==> src/rtl/acq_controller_if.sv <==
// Control and buffer-write bundle for acq_controller.
// AUTO_TRIG_EN adds the auto_en / trig_auto pair.
interface acq_controller_if #(
    parameter int ADDR_W = 10
);
    logic              sample_en;
    logic              trig_in;
    logic              arm;
    logic              abort;
    logic              force_trig;
    logic [ADDR_W-1:0] pretrig;
    logic              wr_en;
    logic [ADDR_W-1:0] wr_addr;
    logic [ADDR_W-1:0] start_addr;
    logic [ADDR_W-1:0] trig_addr;
    logic              busy;
    logic              done;
`ifdef AUTO_TRIG_EN
    logic              auto_en;
    logic              trig_auto;
`endif

    modport master (
`ifdef AUTO_TRIG_EN
        output auto_en,
        input  trig_auto,
`endif
        output sample_en, trig_in, arm, abort, force_trig, pretrig,
        input  wr_en, wr_addr, start_addr, trig_addr, busy, done
    );

    modport slave (
`ifdef AUTO_TRIG_EN
        input  auto_en,
        output trig_auto,
`endif
        input  sample_en, trig_in, arm, abort, force_trig, pretrig,
        output wr_en, wr_addr, start_addr, trig_addr, busy, done
    );
endinterface

==> src/rtl/acq_controller.sv <==
// DSO acquisition sequencer: pre-trigger fill, trigger wait, post-trigger fill.
// Optional auto-trigger timeout is enabled with the AUTO_TRIG_EN macro.
module acq_controller #(
    parameter int ADDR_W       = 10
`ifdef AUTO_TRIG_EN
   ,parameter int AUTO_TIMEOUT = 4096
`endif
) (
    input logic              clk,
    input logic              rst_n,
    acq_controller_if.slave  bus
);
    localparam logic [2:0] IDLE      = 3'd0;
    localparam logic [2:0] PRE       = 3'd1;
    localparam logic [2:0] WAIT_TRIG = 3'd2;
    localparam logic [2:0] POST      = 3'd3;
    localparam logic [2:0] DONE      = 3'd4;

    logic [2:0]        state;
    logic [ADDR_W-1:0] wr_addr;
    logic [ADDR_W-1:0] cnt;
    logic [ADDR_W-1:0] cnt_nxt;
    logic [ADDR_W-1:0] pre_r;
    logic [ADDR_W-1:0] post_r;
    logic [ADDR_W-1:0] trig_addr;
    logic              busy;
    logic              trig_hit;
    logic              take;

`ifdef AUTO_TRIG_EN
    localparam int              AUTO_W    = $clog2(AUTO_TIMEOUT + 1);
    localparam logic [AUTO_W-1:0] AUTO_LAST = AUTO_W'(AUTO_TIMEOUT - 1);
    logic [AUTO_W-1:0] auto_cnt;
    logic              auto_hit;
    logic              trig_auto;

    assign auto_hit      = bus.sample_en & bus.auto_en & (auto_cnt == AUTO_LAST);
    assign take          = trig_hit | auto_hit;
    assign bus.trig_auto = trig_auto;
`else
    assign take          = trig_hit;
`endif

    assign busy     = (state == PRE) || (state == WAIT_TRIG) || (state == POST);
    assign trig_hit = bus.sample_en & (bus.trig_in | bus.force_trig);
    assign cnt_nxt  = cnt + 1'b1;

    assign bus.busy       = busy;
    assign bus.done       = (state == DONE);
    assign bus.wr_en      = bus.sample_en & busy;
    assign bus.wr_addr    = wr_addr;
    assign bus.trig_addr  = trig_addr;
    assign bus.start_addr = trig_addr - pre_r;

    // NOTE: all state uses non-blocking assignments so every register
    // samples the pre-edge values of its peers, independent of statement order.
    always_ff @(posedge clk) begin
        if (!rst_n) begin
            state     <= IDLE;
            wr_addr   <= '0;
            cnt       <= '0;
            pre_r     <= '0;
            post_r    <= '0;
            trig_addr <= '0;
`ifdef AUTO_TRIG_EN
            auto_cnt  <= '0;
            trig_auto <= 1'b0;
`endif
        end else if (bus.abort) begin
            state <= IDLE;
        end else begin
            case (state)
                IDLE, DONE: begin
                    if (bus.arm) begin
                        wr_addr <= '0;
                        cnt     <= '0;
                        pre_r   <= bus.pretrig;
                        // DEPTH-1 is all ones, so DEPTH-1-pretrig is a bitwise invert.
                        post_r  <= ~bus.pretrig;
                        state   <= (bus.pretrig == '0) ? WAIT_TRIG : PRE;
`ifdef AUTO_TRIG_EN
                        auto_cnt  <= '0;
                        trig_auto <= 1'b0;
`endif
                    end
                end
                PRE: begin
                    if (bus.sample_en) begin
                        wr_addr <= wr_addr + 1'b1;
                        cnt     <= cnt_nxt;
                        if (cnt_nxt == pre_r) state <= WAIT_TRIG;
                    end
                end
                WAIT_TRIG: begin
                    if (bus.sample_en) begin
                        wr_addr <= wr_addr + 1'b1;
                        if (take) begin
                            trig_addr <= wr_addr;
                            cnt       <= '0;
                            state     <= (post_r == '0) ? DONE : POST;
`ifdef AUTO_TRIG_EN
                            trig_auto <= ~trig_hit;
`endif
                        end
`ifdef AUTO_TRIG_EN
                        // Saturate so a late auto_en fires on the next strobe.
                        if (!take && auto_cnt != AUTO_LAST) auto_cnt <= auto_cnt + 1'b1;
`endif
                    end
                end
                POST: begin
                    if (bus.sample_en) begin
                        wr_addr <= wr_addr + 1'b1;
                        cnt     <= cnt_nxt;
                        if (cnt_nxt == post_r) state <= DONE;
                    end
                end
                default: state <= IDLE;
            endcase
        end
    end
endmodule

==> src/flat_wrapper.sv <==
// flat-port wrapper written by rule: the top's interface ports become plain ports
module acq_controller_flat 
#(
    parameter int ADDR_W       = 10

)
  (clk, rst_n, bus_sample_en, bus_trig_in, bus_arm, bus_abort, bus_force_trig, bus_pretrig, bus_wr_en, bus_wr_addr, bus_start_addr, bus_trig_addr, bus_busy, bus_done);
  acq_controller_if #(.ADDR_W(ADDR_W)) bus_i ();
  input logic clk;
  input logic rst_n;
  input wire logic [$bits(bus_i.sample_en)-1:0] bus_sample_en;
  input wire logic [$bits(bus_i.trig_in)-1:0] bus_trig_in;
  input wire logic [$bits(bus_i.arm)-1:0] bus_arm;
  input wire logic [$bits(bus_i.abort)-1:0] bus_abort;
  input wire logic [$bits(bus_i.force_trig)-1:0] bus_force_trig;
  input wire logic [$bits(bus_i.pretrig)-1:0] bus_pretrig;
  output wire logic [$bits(bus_i.wr_en)-1:0] bus_wr_en;
  output wire logic [$bits(bus_i.wr_addr)-1:0] bus_wr_addr;
  output wire logic [$bits(bus_i.start_addr)-1:0] bus_start_addr;
  output wire logic [$bits(bus_i.trig_addr)-1:0] bus_trig_addr;
  output wire logic [$bits(bus_i.busy)-1:0] bus_busy;
  output wire logic [$bits(bus_i.done)-1:0] bus_done;
  assign bus_i.sample_en = bus_sample_en;
  assign bus_i.trig_in = bus_trig_in;
  assign bus_i.arm = bus_arm;
  assign bus_i.abort = bus_abort;
  assign bus_i.force_trig = bus_force_trig;
  assign bus_i.pretrig = bus_pretrig;
  assign bus_wr_en = bus_i.wr_en;
  assign bus_wr_addr = bus_i.wr_addr;
  assign bus_start_addr = bus_i.start_addr;
  assign bus_trig_addr = bus_i.trig_addr;
  assign bus_busy = bus_i.busy;
  assign bus_done = bus_i.done;
  acq_controller #(.ADDR_W(ADDR_W)) u_core (.clk(clk), .rst_n(rst_n), .bus(bus_i));
endmodule
==> config.mk <==
export PLATFORM = sky130hd
export DESIGN_NAME = acq_controller_flat
export DESIGN_NICKNAME = d
export VERILOG_FILES = /design/src/rtl/acq_controller_if.sv /design/src/rtl/acq_controller.sv /design/src/flat_wrapper.sv
export SDC_FILE = /design/constraint.sdc
export NUM_CORES = 1
export LEC_CHECK = 0
export BUFFER_PORTS_ARGS = -buffer_cell sky130_fd_sc_hd__buf_2
export CORE_MARGIN = 2
export CORE_UTILIZATION = 57
export DETAILED_ROUTE_END_ITERATION = 10
export PLACE_DENSITY = 0.8
export RECOVER_POWER = 50
export SYNTH_ARGS = -nofsm -noshare
export SYNTH_HDL_FRONTEND = slang
export SYNTH_SLANG_ARGS = --single-unit
==> constraint.sdc <==
create_clock -name clk -period 5.3 [get_ports clk]
set_clock_uncertainty 0.05 [all_clocks]
set_input_delay 0.53 -clock clk [delete_from_list [all_inputs] [get_ports clk]]
set_output_delay 0.53 -clock clk [all_outputs]
set_load 0.02 [all_outputs]
==> out/results.tsv <==
metric	value	unit
critPathTopFamily	compound AO/OA/AOI/OAI gates	
rsz0062_at_grt	false	
critPathRequiredTime	4.72	ns
route.detailed.drc	0	
worstReg2RegStart	u_core.cnt[0]	
worstPathArrival	2.69	ns
synth-edff-count	0	
period_minus_slack	3.27	ns
crit_cells	10	
min_path_cells	2	
io_pins	50	
synth_fp_nets	460	
cts.clk_slew.worst_paths	0.10	ns
cts_resized	0	
hold_class	in2reg	
worstSetupStartpointType	flop	
dp.cells	532	
first_pass_iters	5	
worstPathMaxFanout	4	
drt-total-wl	8.11	mm
syn_to_final_growth	8.03	%
critical_path.endpoint_type	primary output	
dpl.hpwl	6.11	mm
antenna_found_initial	0	
place.gp.congestion	0.869	
critPathKind	reg2out	
post_drt_wl_per_cell	15.0	um
insertion_delay	0.31	ns
ant_nets	0	
numPortBuffers	49	
postCtsSetupBuffers	0	
fin_tns_setup	0	ns
vias	3165	
drv_slew	0	
cts_tree	yes	
fin_area	3750	sq um
numCtsBuffers	5	
drive_above_1_share	0.108	
report.final.hold_viol_count	0	
grt_usage	0.251	
netlist_area	3470	sq um
cts-htree-levels	2	
crit_buf_inv	2	
antenna_cells	0	
critical_path.cell_chain	inv_1, ha_1, nor2b_1, o21ai_0, a21boi_0, o21ai_0, a21oi_1, and4_1, or3_1, buf_2	
dieArea	6730	sq um
synth_top_area_frac	0.305	
async_flop_share	0	
drt_iter0_drc	221	
dpl_cell_area	3680	sq um
leakage	1.44	nW
clockBufferDepth	2	
start_util	0.587	
ys_ff_latch	53	
grt_pass1_wl	13.2	mm
cts_root_buf	clkbuf_8	
grt_pass1_vias	2832	
maxSlewHeadroom	0.290	
cpMostUsedCell	o21ai_0	
synth_area_leader_cell	dfxtp_1	
synth_cells	431	
cap_violations	0	
peakVddDrop	0.141	mV
placementRows	28	
cts.sinks	53	
max_clock_freq	0.306	GHz
hp-start	bus_pretrig[0]	
powerDensity	229	nW/um^2
cpMaxStageDelayCell	dfxtp_1	
avgSynthCellArea	8.06	sq um
yosysWarnings	0	
fin_total_pwr	0.000860	W
setup_violations	0	
die_w	82.1	um
critPathMaxStageDelay	0.44	ns
fin_nets	493	
grt_overflow	0	
status	complete, no violations	
core_area	5920	sq um
die_h	82.1	um
grt_max_degree	43	
crit_path_start	u_core.pre_r[1]	
fin_crit_sh	0.617	
ys.flop_type	dfxtp_1	
ys_types	65	
post_drt_via_cell_ratio	5.87	
final_cells	539	
seq_area_frac_synth	0.305	
synth_area_leaders	dfxtp_1 31%, nand2_1 5.7%, o21ai_0 4.6%	
cts_hold_buf	0	
rr_worst_depth	8	
worst_pin_slew	1.06	ns
fin_util	0.634	
## worst paths after layout
check                 endpoint  slack [ns]
min reg2reg    u_core.pre_r[2]        0.46
min           u_core.post_r[0]        0.38
max          bus_start_addr[9]        2.03
max reg2reg    u_core.state[1]        2.57
## logic make-up after synthesis
| kind of cell | after synthesis | synth area share |
|---|---|---|
| XOR/XNOR | 33 | 0.0854 |
| AO/OA/AOI/OAI | 101 | 0.192 |
| AND/OR/NAND/NOR | 177 | 0.274 |
| flip-flops | 53 | 0.305 |
| adder cells (fa/ha/maj) | 13 | 0.0483 |
| buffers and inverters | 42 | 0.0598 |
| multiplexers | 12 | 0.0349 |
## placed cells by master, fill, tap and decap left out, drive strengths merged, types with 4 or more instances in the layout
cell     n
nand2   54
dfxtp   53
o21ai   32
nor2    30
buf     27
clkbuf  27
inv     19
nor2b   19
xnor2   18
a21oi   17
xor2    15
and2    15
a21boi  14
mux2i   11
ha      11
nand3   11
or3      6
nor4     6
o31ai    6
nor3     6
nand4    5
or4      4
nand2b   4
o21a     4
a31oi    4
## per-layer routing
layer / GRT usage / wire length, um / vias to the layer above
li1: - / - / 1567
met1: 0.316 / 3530 / 1490
met2: 0.446 / 4110 / 92
met3: 0.0407 / 334 / 16
met4: 0.0617 / 128 / 0
met5: 0 / 0 / -
## layout make-up
cell class / count / area (sq um)
Clock buffer: 5 / 68.8
Clock inverter: 2 / 35.0
Fill cell: 534 / 2170
Inverter: 19 / 71.3
Multi-Input combinational cell: 336 / 2200
Sequential cell: 53 / 1060
Tap cell: 75 / 93.8
Timing Repair Buffer: 49 / 218
## registers in the layout (all words and copies together), names as in the netlist
name                  cells
u_core.pre_r             10
u_core.state              3
u_core.post_r            10
u_core.bus.wr_addr       10
u_core.cnt               10
u_core.bus.trig_addr     10
## synth_stat cells (2+ instances only)
cell and count:
nor3b_1 2, inv_1 19, and2_1 15, xor2_1 15
o22ai_1 3, nand4_1 5, nor3_1 5, xnor2_1 17
nor2_1 30, or4_1 4, or3_1 6, a2111oi_2 2
dfxtp_1 53, o21a_1 4, buf_2 4, nor2b_1 19
clkbuf_1 12, nand2_1 53, a211oi_1 2, or2_2 2
a311oi_1 3, a211o_1 2, nor4_1 6, buf_4 2
a31oi_1 4, and4_1 2, buf_6 5, a21boi_0 13
o211ai_1 2, nand3_1 10, nand2b_1 4, o31ai_1 6
ha_1 11, mux2i_1 11, o21ai_0 32, a21oi_1 16
or3b_1 2
## metrics by stage
step,hold WS (ns),setup WS (ns)
2_1_floorplan,0.417,2.57
3_3_place_gp,0.431,2.48
3_5_place_dp,0.441,2.42
4_1_cts,0.374,2.05
5_1_grt,0.385,1.75
6_report,0.377,2.03
## where the power goes
group | leakage [nW] | internal, W | total (W) | switching (W)
logic | 0.959 | 0.0000637 | 0.000162 | 0.0000983
registers | 0.430 | 0.000409 | 0.000426 | 0.0000169
clock network | 0.0540 | 0.000138 | 0.000272 | 0.000135
No activity file was read; power rests on OpenSTA's default activity.
